File: config.mk
export PLATFORM = sky130hd
export DESIGN_NAME = upower_fetch_stage
export DESIGN_NICKNAME = d
export VERILOG_FILES = /design/src/rtl/upower_pkg.sv /design/src/rtl/upower_fetch_fifo.sv /design/src/rtl/upower_fetch_stage.sv
export SDC_FILE = /design/constraint.sdc
export NUM_CORES = 1
export LEC_CHECK = 0
export BUFFER_PORTS_ARGS = -buffer_cell sky130_fd_sc_hd__buf_2
export CAP_MARGIN = 20
export CORE_MARGIN = 3
export CORE_UTILIZATION = 50
export DETAILED_ROUTE_END_ITERATION = 10
export HOLD_SLACK_MARGIN = 0.02
export PLACE_DENSITY_LB_ADDON = 0.15
export SYNTH_ARGS = -nofsm -noshare
export SYNTH_HDL_FRONTEND = slang
export SYNTH_SLANG_ARGS = --single-unit
File: constraint.sdc
create_clock -name clk -period 4.8 [get_ports clk]
set_clock_uncertainty 0.1 [all_clocks]
set_input_delay 0.72 -clock clk [delete_from_list [all_inputs] [get_ports clk]]
set_output_delay 0.72 -clock clk [all_outputs]
set_load 0.01 [all_outputs]
File: src/rtl/upower_pkg.sv
// Shared types and constants for the uPOWER fetch stage.
// Holds the default PC width, the instruction width, the NOP encoding and the fetch FSM states.
package upower_pkg;

    localparam int DEFAULT_PC_W = 32;
    localparam int INSTR_W      = 32;

    // ori 0,0,0 - placed in IF/ID whenever no real instruction is present
    localparam logic [INSTR_W-1:0] UPOWER_NOP = 32'h6000_0000;

    typedef enum logic [1:0] {
        ST_BOOT  = 2'd0,
        ST_RUN   = 2'd1,
        ST_FLUSH = 2'd2
    } fetch_state_e;

endpackage

File: src/rtl/upower_fetch_fifo.sv
// Small synchronous FIFO with flush and occupancy count.
// Used both as the prefetch buffer and as the in-order request-PC tag queue.
module upower_fetch_fifo #(
    parameter int W     = 8,
    parameter int DEPTH = 2,
    localparam int CNT_W = $clog2(DEPTH + 1)
) (
    input  logic             clk,
    input  logic             reset,
    input  logic             flush,
    input  logic             push,
    input  logic [W-1:0]     push_data,
    input  logic             pop,
    output logic [W-1:0]     head,
    output logic [CNT_W-1:0] count,
    output logic             empty,
    output logic             full
);

    localparam int PTR_W = (DEPTH > 1) ? $clog2(DEPTH) : 1;

    logic [W-1:0]     mem [DEPTH];
    logic [PTR_W-1:0] rd_ptr;
    logic [PTR_W-1:0] wr_ptr;
    logic             do_push;
    logic             do_pop;

    function automatic logic [PTR_W-1:0] ptr_inc(input logic [PTR_W-1:0] p);
        return (p == PTR_W'(DEPTH - 1)) ? '0 : p + 1'b1;
    endfunction

    assign empty   = (count == '0);
    assign full    = (count == CNT_W'(DEPTH));
    assign head    = mem[rd_ptr];
    // a push into a full FIFO is legal only when the head leaves in the same cycle
    assign do_push = push && (!full || pop);
    assign do_pop  = pop && !empty;

    always_ff @(posedge clk or negedge reset) begin
        if (!reset) begin
            rd_ptr <= '0;
            wr_ptr <= '0;
            count  <= '0;
        end else if (flush) begin
            rd_ptr <= '0;
            wr_ptr <= '0;
            count  <= '0;
        end else begin
            if (do_push) wr_ptr <= ptr_inc(wr_ptr);
            if (do_pop)  rd_ptr <= ptr_inc(rd_ptr);
            count <= count + CNT_W'(do_push) - CNT_W'(do_pop);
        end
    end

    always_ff @(posedge clk) begin
        if (do_push && !flush) mem[wr_ptr] <= push_data;
    end

endmodule

File: src/rtl/upower_fetch_stage.sv
// uPOWER instruction-fetch stage: PC, imem request/response, prefetch buffer and IF/ID register.
// State table:
//   state    | meaning
//   ST_BOOT  | first cycle out of reset, no requests issued
//   ST_RUN   | normal fetching, responses delivered to IF/ID
//   ST_FLUSH | wrong-path responses still in flight, dropped as they return
module upower_fetch_stage
    import upower_pkg::*;
#(
    parameter int              PC_W       = DEFAULT_PC_W,
    parameter logic [PC_W-1:0] RESET_PC   = '0,
    parameter int              FIFO_DEPTH = 2
) (
    input  logic               clk,
    input  logic               reset,
    output logic               imem_req_valid,
    input  logic               imem_req_ready,
    output logic [PC_W-1:0]    imem_req_addr,
    input  logic               imem_rsp_valid,
    input  logic [INSTR_W-1:0] imem_rsp_data,
    input  logic               stall_id,
    input  logic               redirect_valid,
    input  logic [PC_W-1:0]    redirect_pc,
    output logic               ifid_valid,
    output logic [PC_W-1:0]    ifid_pc,
    output logic [INSTR_W-1:0] ifid_instr
);

    localparam int CNT_W = $clog2(FIFO_DEPTH + 1);
    localparam int ENT_W = PC_W + INSTR_W;

    fetch_state_e     state;
    logic [PC_W-1:0]  pc;
    logic [CNT_W-1:0] outstanding;
    logic [CNT_W-1:0] outstanding_nxt;
    logic [CNT_W-1:0] discard;
    logic [CNT_W-1:0] discard_nxt;
    logic [CNT_W:0]   credit_used;

    logic             req_fire;
    logic             rsp_keep;
    logic             ifid_free;

    logic             pf_push;
    logic             pf_pop;
    logic [ENT_W-1:0] pf_head;
    logic [CNT_W-1:0] pf_count;
    logic             pf_empty;
    logic             pf_full;

    logic [PC_W-1:0]  tag_head;
    logic [CNT_W-1:0] tag_count;
    logic             tag_empty;
    logic             tag_full;

    // buffered entries count against the credit so the prefetch FIFO can never overflow
    assign credit_used    = {1'b0, outstanding} + {1'b0, pf_count};
    assign imem_req_valid = (state != ST_BOOT) && !redirect_valid &&
                            (credit_used < (CNT_W + 1)'(FIFO_DEPTH));
    assign imem_req_addr  = pc;
    assign req_fire       = imem_req_valid && imem_req_ready;

    assign rsp_keep  = imem_rsp_valid && !redirect_valid && (discard == '0);
    assign ifid_free = !ifid_valid || !stall_id;
    assign pf_pop    = ifid_free && !pf_empty && !redirect_valid;
    assign pf_push   = rsp_keep && !(pf_empty && ifid_free);

    assign outstanding_nxt = outstanding + CNT_W'(req_fire) - CNT_W'(imem_rsp_valid);

    always_comb begin
        discard_nxt = discard;
        if (redirect_valid)
            discard_nxt = outstanding_nxt;
        else if (imem_rsp_valid && (discard != '0))
            discard_nxt = discard - 1'b1;
    end

    upower_fetch_fifo #(.W(ENT_W), .DEPTH(FIFO_DEPTH)) u_prefetch (
        .clk       (clk),
        .reset     (reset),
        .flush     (redirect_valid),
        .push      (pf_push),
        .push_data ({tag_head, imem_rsp_data}),
        .pop       (pf_pop),
        .head      (pf_head),
        .count     (pf_count),
        .empty     (pf_empty),
        .full      (pf_full)
    );

    // tags follow every response, dropped or not, so they are never flushed
    upower_fetch_fifo #(.W(PC_W), .DEPTH(FIFO_DEPTH)) u_tag_queue (
        .clk       (clk),
        .reset     (reset),
        .flush     (1'b0),
        .push      (req_fire),
        .push_data (pc),
        .pop       (imem_rsp_valid),
        .head      (tag_head),
        .count     (tag_count),
        .empty     (tag_empty),
        .full      (tag_full)
    );

    always_ff @(posedge clk or negedge reset) begin
        if (!reset) begin
            state       <= ST_BOOT;
            pc          <= RESET_PC;
            outstanding <= '0;
            discard     <= '0;
            ifid_valid  <= 1'b0;
            ifid_pc     <= '0;
            ifid_instr  <= UPOWER_NOP;
        end else begin
            outstanding <= outstanding_nxt;
            discard     <= discard_nxt;
            state       <= (state == ST_BOOT || discard_nxt == '0) ? ST_RUN : ST_FLUSH;

            if (redirect_valid)
                pc <= redirect_pc & ~PC_W'(3);
            else if (req_fire)
                pc <= pc + PC_W'(4);

            if (redirect_valid) begin
                ifid_valid <= 1'b0;
                ifid_instr <= UPOWER_NOP;
            end else if (ifid_free) begin
                if (!pf_empty) begin
                    ifid_valid <= 1'b1;
                    ifid_pc    <= pf_head[ENT_W-1:INSTR_W];
                    ifid_instr <= pf_head[INSTR_W-1:0];
                end else if (rsp_keep) begin
                    ifid_valid <= 1'b1;
                    ifid_pc    <= tag_head;
                    ifid_instr <= imem_rsp_data;
                end else begin
                    ifid_valid <= 1'b0;
                    ifid_instr <= UPOWER_NOP;
                end
            end
        end
    end

    a_no_pf_overflow: assert property (@(posedge clk) disable iff (!reset)
        !(pf_push && pf_full && !pf_pop));
    a_tag_tracks_outstanding: assert property (@(posedge clk) disable iff (!reset)
        (tag_count == outstanding) && !(req_fire && tag_full) && !(imem_rsp_valid && tag_empty));

endmodule

# --- Word-level counts from Yosys, hierarchy flattened ---
# Memory sizes are Yosys's and may differ from the RTL's.
# Cells that the tools add are included.
word_totals:
  memories: 2
  word_cells: 100
  out_inout_bits: 98
  inputBits: 70
  ram_bits: 192
  register_bits: 111
mem_list:
  columns: ["memory", "depth", "word_bits", "read_ports", "rd_clocked_by_memory_dff", "write_ports", "line_no", "text"]
  rows:
  - ["u_prefetch.mem", 2, 64, 1, 0, 1, "upower_fetch_fifo.sv:22", "logic [W-1:0] mem [DEPTH];"]
  - ["u_tag_queue.mem", 2, 32, 1, 0, 1, "upower_fetch_fifo.sv:22", null]
classes:
  order_cmp: 1
  n_bitwise: 1
  n_eq_ne: 3
  addsub: 13
  reduce_logical: 39
  n_mux: 28
op_table:
  columns: ["cell", "n"]
  rows:
  - ["2-to-1 mux 32 bit", 8]
  - ["adder 32 x 3 -> 32 bit, second input constant", 1]
  - ["2-to-1 mux 1 bit", 16]
  - ["logical AND 1 bit", 15]
  - ["nonzero test 2 bit", 6]
  - ["zero test 2 bit", 5]
  - ["zero test 1 bit", 8]
  - ["2-to-1 mux 2 bit", 4]
  - ["adder 2 x 1 -> 2 bit", 3]
  - ["subtractor 2 x 1 -> 2 bit", 3]
  - ["adder 1 bit, second input constant", 4]
  - ["== test 2 bit, second input constant", 2]
  - ["logical OR 1 bit", 4]
  - ["adder 2 x 2 -> 3 bit", 1]
  - ["< comparator 3 x 2 -> 1 bit, second input constant", 1]
  - ["AND reduction 3 bit", 1]
  - ["inequality test 2 bit, second input constant", 1]
  - ["subtractor 2 x 1 -> 2 bit, second input constant", 1]
  - ["inverter 1 bit", 1]

# --- Depth between registers and ports, before layout ---
# Gate-level depths: netlist of run 1.
logic_depth:
  depth_word: 10
  ltp_mapped: 15
  ltp_nobuf: 13

# --- By module ---
# A second synthesis of run 1 with hierarchy kept.
hier_totals:
  hier_cells: 849
  hier_area_um2: 12628.4
modules_own_cells:
  columns: ["mod", "n_inst", "seq_area_each_um2", "cells_per_inst", "area_per_inst_um2"]
  rows:
  - ["upower_fetch_fifo (u_prefetch)", 1, 3943.8, 222, 5071.1]
  - ["upower_fetch_stage", 1, 2529.9, 504, 4983.5]
  - ["upower_fetch_fifo (u_tag_queue)", 1, 2021.9, 123, 2573.7]

# --- Least setup slack after synthesis of run 1 ---
# No wires, ideal clock.
synth_path:
  path_type: "input -> register"
  from: "input stall_id"
  to: "memory u_prefetch.mem[0][0] (netlist name) (enable)"
  t_required_ns: 4.218
  slack_ns: 0.506
  arrival_ns: 3.711
  setup_ns: 0.482
  n_path_buf: 0
  cell_stages: 4
  path_cell_list: "nand2_1 -> xnor2_1 -> o21ai_0 -> nor2_1"
synth_between:
  elab_chain_len: 9
  elab_cells_between_ends: 12
  cone_classes: "mux: 2; reduce/logical: 10"
synth_lines:
  columns: ["element", "line_no", "text"]
  rows:
  - ["from (decl)", "upower_fetch_stage.sv:21", "input logic stall_id,"]
  - ["zero test 1 bit *", "upower_fetch_stage.sv:64", "assign ifid_free = !ifid_valid || !stall_id;"]
  - ["logical OR 1 bit *", "upower_fetch_stage.sv:64", null]
  - ["logical AND 1 bit (on tied branches)", "upower_fetch_stage.sv:66, upower_fetch_stage.sv:65", null]
  - ["zero test 1 bit / logical AND 1 bit (equally long branches)", "upower_fetch_stage.sv:66, upower_fetch_stage.sv:65", null]
  - ["logical AND 1 bit / logical OR 1 bit (equally long branches)", "upower_fetch_stage.sv:66, upower_fetch_fifo.sv:36", null]
  - ["logical AND 1 bit *", "upower_fetch_fifo.sv:36", "assign do_push = push && (!full || pop);"]
  - ["logical AND 1 bit *", "upower_fetch_fifo.sv:56", "if (do_push && !flush) mem[wr_ptr] <= push_data;"]
  - ["2-to-1 mux 1 bit *", "upower_fetch_fifo.sv:56", null]
  - ["2-to-1 mux 1 bit (implied by the code) *", "upower_fetch_fifo.sv:56", null]
  - ["to (decl)", "upower_fetch_fifo.sv:22", null]
# Every way passes the cells marked *; elsewhere a longest branch is shown, timed or not.

# --- Worst setup path in the final report of run 1 ---
layout_path:
  from: "register u_prefetch.count[0]"
  to: "register state[1]"
layout_between:
  elab_chain_len: 10
layout_lines:
  columns: ["element", "line_no", "text"]
  rows:
  - ["from (decl)", "upower_fetch_fifo.sv:15", "output logic [CNT_W-1:0] count,"]
  - ["from (signal assigned)", "upower_fetch_fifo.sv:51", "count <= count + CNT_W'(do_push) - CNT_W'(do_pop);"]
  - ["adder 2 x 2 -> 3 bit", "upower_fetch_stage.sv:57", "assign credit_used = {1'b0, outstanding} + {1'b0, pf_count};"]
  - ["< comparator 3 x 2 -> 1 bit", "upower_fetch_stage.sv:59", "(credit_used < (CNT_W + 1)'(FIFO_DEPTH));"]
  - ["logical AND 1 bit", "upower_fetch_stage.sv:58", "assign imem_req_valid = (state != ST_BOOT) && !redirect_valid &&"]
  - ["logical AND 1 bit", "upower_fetch_stage.sv:61", "assign req_fire = imem_req_valid && imem_req_ready;"]
  - ["adder 2 x 1 -> 2 bit", "upower_fetch_stage.sv:68", "assign outstanding_nxt = outstanding + CNT_W'(req_fire) - CNT_W'(imem_rsp_valid);"]
  - ["subtractor 2 x 1 -> 2 bit", "upower_fetch_stage.sv:68", null]
  - ["net outstanding_nxt[1]", "upower_fetch_stage.sv:35", "logic [CNT_W-1:0] outstanding_nxt;"]
  - ["2-to-1 mux 2 bit", "upower_fetch_stage.sv:72", "if (redirect_valid)"]
  - ["net discard_nxt[1]", "upower_fetch_stage.sv:37", "logic [CNT_W-1:0] discard_nxt;"]
  - ["zero test 2 bit", "upower_fetch_stage.sv:117", "state <= (state == ST_BOOT || discard_nxt == '0) ? ST_RUN : ST_FLUSH;"]
  - ["logical OR 1 bit", "upower_fetch_stage.sv:117", null]
  - ["2-to-1 mux 2 bit", "upower_fetch_stage.sv:117", null]
  - ["to (signal assigned)", "upower_fetch_stage.sv:117", null]
  - ["to (decl)", "upower_fetch_stage.sv:32", "fetch_state_e state;"]
# The timed path passes the listed nets, and every way through them passes these cells.
# A chain may end at the register's enable or synchronous reset.

==> impl_metrics.ini, run 1 <==
[power_and_ir_drop]
power_density_mw_per_mm2 = 551.6
peakVddDrop_uv = 247.3
p_int_mw = 5.299
p_clk_share_pct = 29.1
seq_power_share_pct = 45.9
power_mw = 7.672
p_comb_share_pct = 25.0
power_switching_mw = 2.373
power_switching_share_pct = 30.93
p_leak_nw = 5.412

[critical_path]
crit_required_ns = 5.13
ff2ff_path_depth = 13
cp-end-kind = register
cp_max_fo = 21
rr_endpoint = state[1]
r2r_setup_slack_ns = 1.34
critPathKind = reg -> reg
worst_setup_path_start_kind = register
arrival_ns = 3.79
r2r_start = u_prefetch.count[0]

[synth]
synth_warnings = 0
synthArstFlopShare_pct = 36.77
synth-seq-cells = 291
synth_area_leaders = edfxtp_1 (47%), dfrtp_1 (22%), mux2i_1 (5.4%)
synth_top_area_cell = edfxtp_1
ys_types = 53
dominantRegCellSynth = edfxtp_1
synth_commonest_cells = edfxtp_1 (184), dfrtp_1 (105), o21ai_0 (81)
syn_inst = 848
syn_area_per_cell_um2 = 13.88
netlist_area_mm2 = 0.01177
synth_edf_count = 184
ys_seq_area_share_pct = 69.74
synth_top_area_share_pct = 46.96
synth.most_common_cell = edfxtp_1

[clock_tree]
htree_levels = 1
clk_pin_slew_ns = 0.06
ctsHoldBuffers = 0
cts_tree = yes
clock_latency_ns = 0.54
clk_path_buf_depth = 3
cts_buffers = 30
cts_num_sinks = 291
clockRootBuffer = clkbuf_16
cts_resized = 0
post_cts_buffers = 0

[sta]
hold_ws_ns = 0.02405
fmax_mhz = 288.9
worst_slew_pin_slew_ns = 0.9663
setup_violations = 0
rsz0062_at_grt = false
setup_tns_ns = 0
final.min_clock_period_ns = 3.461
slew_headroom_pct = 35.34
period_share_pct = 72.10
drv_slew = 0
hold_viol = 0

[floorplanning]
io_pins = 168
chipHeight_um = 159.4
core_mm2 = 0.02292
initial_utilization_pct = 51.35
rows = 55
die_x_um = 159.4
die-area_mm2 = 0.02541

[cells_and_area]
area_delta_synth_final_pct = 18.22
nNetsFinal = 1093
finalCoreUtilization_pct = 60.70
drive_gt1_share_pct = 25.94
fillers = 1818
antenna_cells = 0

[route]
postRouteAntennaNets = 0
viasPerCell = 5.473
routed_wl_mm = 24.84
drc_errors = 0
first_iter_violations = 517
dr_total_vias = 7389
dr.pass1.iters = 5
wl_per_cell_um = 18.40

[placement]
dp_hpwl_mm = 15.73
io_buffers = 161
gp_congestion = 0.8354

[global_routing]
overflow = 0
antenna_found_initial = 1
grt_util_all_layers_pct = 19.65
grt_pass1_wl_mm = 40.63
first_global_vias = 7414
grt_max_degree = 79

[job]
cap_violations = 0

[status]
status = finished, final reports clean

[worst_hold_path]
min_path_type = in -> async
==> state kept, by name, indices dropped and copies added, names as in the netlist <==
register            cells
ifid_instr             32
u_tag_queue.count       2
u_tag_queue.wr_ptr      1
u_prefetch.wr_ptr       1
imem_req_addr          30
state                   2
discard                 2
u_tag_queue.rd_ptr      1
outstanding             2
u_prefetch.rd_ptr       1
u_tag_queue.mem        60
ifid_pc                30
ifid_valid              1
u_prefetch.count        2
u_prefetch.mem        124
==> metal layers <==
| metal | up-vias | global-route usage (%) | part of all wire (%) | wire length, µm |
|---|---|---|---|---|
| met5 | - | 0 | 0.052 | 13 |
| met4 | 2 | 4.457 | 1.7 | 434 |
| met3 | 44 | 3.486 | 6.4 | 1594 |
| met2 | 246 | 31.09 | 45 | 11290 |
| met1 | 3591 | 28.84 | 46 | 11500 |
| li1 | 3506 | - | - | - |
==> area by class of cell <==
class                           instances  area (µm²)  area share, %
Multi-Input combinational cell        502        3346          24.05
Timing Repair Buffer                  177       948.4          6.818
Clock inverter                          9       67.56         0.4857
Tap cell                              313       391.6          2.816
Sequential cell                       291        8209          59.02
Inverter                               12       45.04         0.3238
Clock buffer                           46       902.1          6.486
==> cells by family (layout without fill, tap and decap cells) <==
kind of cell | after synthesis | after routing | synth area share (%)
compound gates | 185 | 185 | 9.454
xor+xnor | 13 | 13 | 0.9677
fa+ha+maj | 9 | 9 | 1.021
buf+inv | 58 | 244 | 2.159
flops | 291 | 291 | 69.74
mux | 94 | 94 | 8.316
other cells | 1 | 4 | 0.03187
simple gates | 197 | 197 | 8.316
==> stage by stage <==
| stage | cells | setup slack (ns) | area, µm² |
|---|---|---|---|
| global route | 1350 | 1.134 | 13910 |
| CTS | 1349 | 1.330 | 13880 |
| global placement | 1294 | 1.377 | 12910 |
| detailed placement | 1294 | 1.317 | 12910 |
| finish | 1350 | 1.339 | 13910 |
| floorplan | 851 | 0.5064 | 11780 |
==> power by group through the flow <==
stage,logic [mW],clock network [mW],registers [mW]
floorplan,1.26,0,3.53
global placement,1.90,0,3.56
detailed placement,1.94,0,3.57
CTS,1.95,2.29,3.53
global route,2.16,2.41,3.59
finish,1.92,2.23,3.52
==> worst max-delay path: stages (launching register included) <==
cell,delay [ns]
dfrtp_1,0.46
and2_1,0.18
fa_1,0.48
or4b_4,0.59
nor2_2,0.14
inv_2,0.17
ha_1,0.32
inv_1,0.04
ha_1,0.17
xnor2_1,0.13
xnor2_1,0.15
nand2_1,0.07
o21ai_0,0.14
o22a_1,0.21
==> worst max-delay path by stage <==
| stage | startpoint | to | slack [ns] | depth (start not counted) |
|---|---|---|---|---|
| 4_1_cts | u_prefetch.count[0] | state[1] | 1.33 | 13 |
| 2_1_floorplan | stall_id | u_prefetch.mem[0][0] | 0.51 | 4 |
| 6_report | u_prefetch.count[0] | state[1] | 1.34 | 13 |
| 3_3_place_gp | u_prefetch.count[0] | state[1] | 1.38 | 13 |
| 3_5_place_dp | u_prefetch.count[0] | state[0] | 1.32 | 13 |
| 5_1_grt | u_prefetch.count[0] | state[0] | 1.13 | 13 |
==> cell usage in the layout, fill, tap and decap left out, types with 5 or more instances in the layout <==
master	Yosys	final
nor2_1	51	48
a22oi_1	33	33
a221o_1	5	5
ha_1	8	8
xnor2_1	9	9
and3_1	6	6
clkbuf_1	28	8
nand4_1	14	14
o21ai_0	81	80
nand3_1	17	17
clkinv_1	0	5
dfrtp_1	105	104
nand3b_1	8	8
edfxtp_1	184	184
clkbuf_16	0	31
buf_4	4	16
o211ai_1	11	11
clkbuf_8	0	7
a21oi_1	37	37
buf_2	5	160
and2_1	7	6
mux2i_1	64	64
nor2b_1	7	6
nand2_1	69	68
mux2_2	30	30
o311ai_0	7	7
inv_1	11	11
Power figures use the tool's default switching activity.
==> run 2, diff against run 1 <==
==> constraint.sdc (replaced) <==
create_clock -name clk -period 3 [get_ports clk]
set_clock_uncertainty 0.1 [all_clocks]
set_input_delay 0.45 -clock clk [delete_from_list [all_inputs] [get_ports clk]]
set_output_delay 0.45 -clock clk [all_outputs]
set_load 0.01 [all_outputs]
==> run 2 against run 1 <==
  * Flip-flop and latch count stayed put
  * Via count is 2.7% higher
  * Power is 65% higher
  * Die area stayed put
  * The flow now finishes with violations (setup timing)
  * Sequential share of layout area is 2.6 points lower
  * Worst setup slack worse by 1.4 ns
==> impl_metrics.ini, run 2 (synthesized netlist as in run 1, its figures left out) <==
[power_and_ir_drop]
power_density_mw_per_mm2 = 870.5
peakVddDrop_uv = 469.9
p_comb_share_pct = 26.5
power_mw = 12.66
p_leak_nw = 5.672
p_int_mw = 8.796
power_switching_mw = 3.866
seq_power_share_pct = 44.3
p_clk_share_pct = 29.1
power_switching_share_pct = 30.53

[global_routing]
grt_max_degree = 46
overflow = 0
grt_pass1_wl_mm = 40.34
grt_util_all_layers_pct = 19.54
first_global_vias = 7426
antenna_found_initial = 1

[clock_tree]
cts_buffers = 30
htree_levels = 1
clock_latency_ns = 0.54
cts_tree = yes
clk_path_buf_depth = 3
cts_num_sinks = 291
clockRootBuffer = clkbuf_16
clk_pin_slew_ns = 0.06

[critical_path]
arrival_ns = 3.31
worst_setup_path_start_kind = register
r2r_setup_slack_ns = -0.01
critPathKind = reg -> reg
cp_max_fo = 3
cp-end-kind = register
crit_required_ns = 3.29

[sta]
drv_slew = 0
fmax_mhz = 332.0
worst_slew_pin_slew_ns = 0.6011
period_share_pct = 100.4
hold_viol = 0
layout_setup_ws_ns = -0.01201
rsz0062_at_grt = true
setup_violations = 2
final.min_clock_period_ns = 3.012
slew_headroom_pct = 59.50

[route]
first_iter_violations = 509
postRouteAntennaNets = 0
drc_errors = 0
routed_wl_mm = 25.05
viasPerCell = 5.421
wl_per_cell_um = 17.90
dr.pass1.iters = 5
dr_total_vias = 7589

[cells_and_area]
fin_cells = 1400
mostFrequentLayoutCells = edfxtp_1 (184), buf_2 (160), dfrtp_1 (104)
drive_gt1_share_pct = 26.59
final_common_cell = edfxtp_1
largest_reg_flops = 124
regMostFlops = u_prefetch.mem
top_regs = u_prefetch.mem x124, u_tag_queue.mem x60, ifid_instr x32
area_delta_synth_final_pct = 23.62
antenna_cells = 0
nNetsFinal = 1142

[status]
violations = setup timing
status = finished, violations left

[floorplanning]
die-area_mm2 = 0.02541
core_mm2 = 0.02292
chipHeight_um = 159.4
initial_utilization_pct = 51.35
io_pins = 168
rows = 55
die_x_um = 159.4

[placement]
dp_hpwl_mm = 16.29
io_buffers = 161
gp_congestion = 0.8496
dp.cells = 1309

[worst_hold_path]
min_path_type = in -> reg

[job]
cap_violations = 0
[run 2: cell types whose count changed in the layout (fill, tap and decap cells not counted), moves of 2 or more]
cell	change
dlygate4sd3_1	+33
buf_12	+10
buf_4	+6
clkbuf_8	-6
clkbuf_1	+5
bufinv_16	+3
and2_1	-2
and2_4	+2
ha_1	-2
xnor2_1	-2
xnor2_2	+2
[run 2: cell type report]
| cell class | instances | area, µm² |
|---|---|---|
| sequential | 291 | 8209 |
| inverter | 12 | 47.55 |
| clock inverter | 11 | 148.9 |
| fill | 1765 | 8371 |
| tap | 313 | 391.6 |
| timing repair buffer | 226 | 1508 |
| multi-input combinational | 502 | 3402 |
| clock buffer | 45 | 838.3 |
[run 2: critical path, stage by stage, from the launching register on]
cell and delay [ns]:
dfrtp_1 0.38, and2_4 0.16, fa_1 0.47, or4b_4 0.52, nor2_4 0.13, inv_4 0.05, ha_4 0.25, inv_2 0.03
ha_2 0.17, xnor2_2 0.14, xnor2_2 0.17, nand2_1 0.10, o21ai_2 0.11, o22ai_1 0.09
[run 2: final timing paths]
check / startpoint / end / cells past startpoint
max: outstanding[0] / state[0] / 13
min: redirect_pc[4] / imem_req_addr[4] / 3
max reg2reg: outstanding[0] / state[0] / 13
min reg2reg: ifid_pc[15] / ifid_pc[15] / 2
max in group asynchronous: reset / ifid_instr[30] / 3
min in group asynchronous: reset / ifid_instr[17] / 2
[run 2: power groups by stage]
stage	Combinational, mW	Sequential [mW]	Clock [mW]
after floorplan	2.06	5.66	0
after global placement	3.25	5.67	0
after detailed placement	3.31	5.69	0
after CTS	3.37	5.62	3.76
after global routing	3.73	5.72	3.94
final	3.36	5.61	3.69
[run 2: repair_timing]
action | 4_1_cts | 5_1_grt
pin swaps | 0 | 1
resized for setup | 0 | 3
endpoints found under the hold margin | 98 | 1
hold buffers | 32 | 1
setup endpoints to repair | 2 | 25
setup buffers | 2 | 1
[run 2: layer usage]
metal,share of wire (%),GRT usage (%),vias to the layer above
met5,0.052,0,-
met3,6.3,3.564,33
li1,-,-,3609
met4,1.5,4.457,2
met2,46,30.60,246
met1,46,28.85,3699
[run 2: stage by stage]
| stage | setup WS (ns) | hold WS [ns] | utilization (%) | instance area, µm² | TNS (ns) |
|---|---|---|---|---|---|
| final | -0.01201 | 0.03332 | 63.47 | 14550 | -0.01863 |
| after global routing | -0.1085 | 0.02973 | 63.47 | 14550 | -0.2605 |
| after CTS | -0.01615 | 0.02021 | 63.37 | 14520 | -0.01615 |
| after detailed placement | -0.004499 | 0.3652 | 57.60 | 13200 | -0.004499 |
| after global placement | 0.07277 | 0.3582 | 57.60 | 13200 | 0 |
| after floorplan | -0.1083 | 0.05441 | - | 11840 | -7.334 |
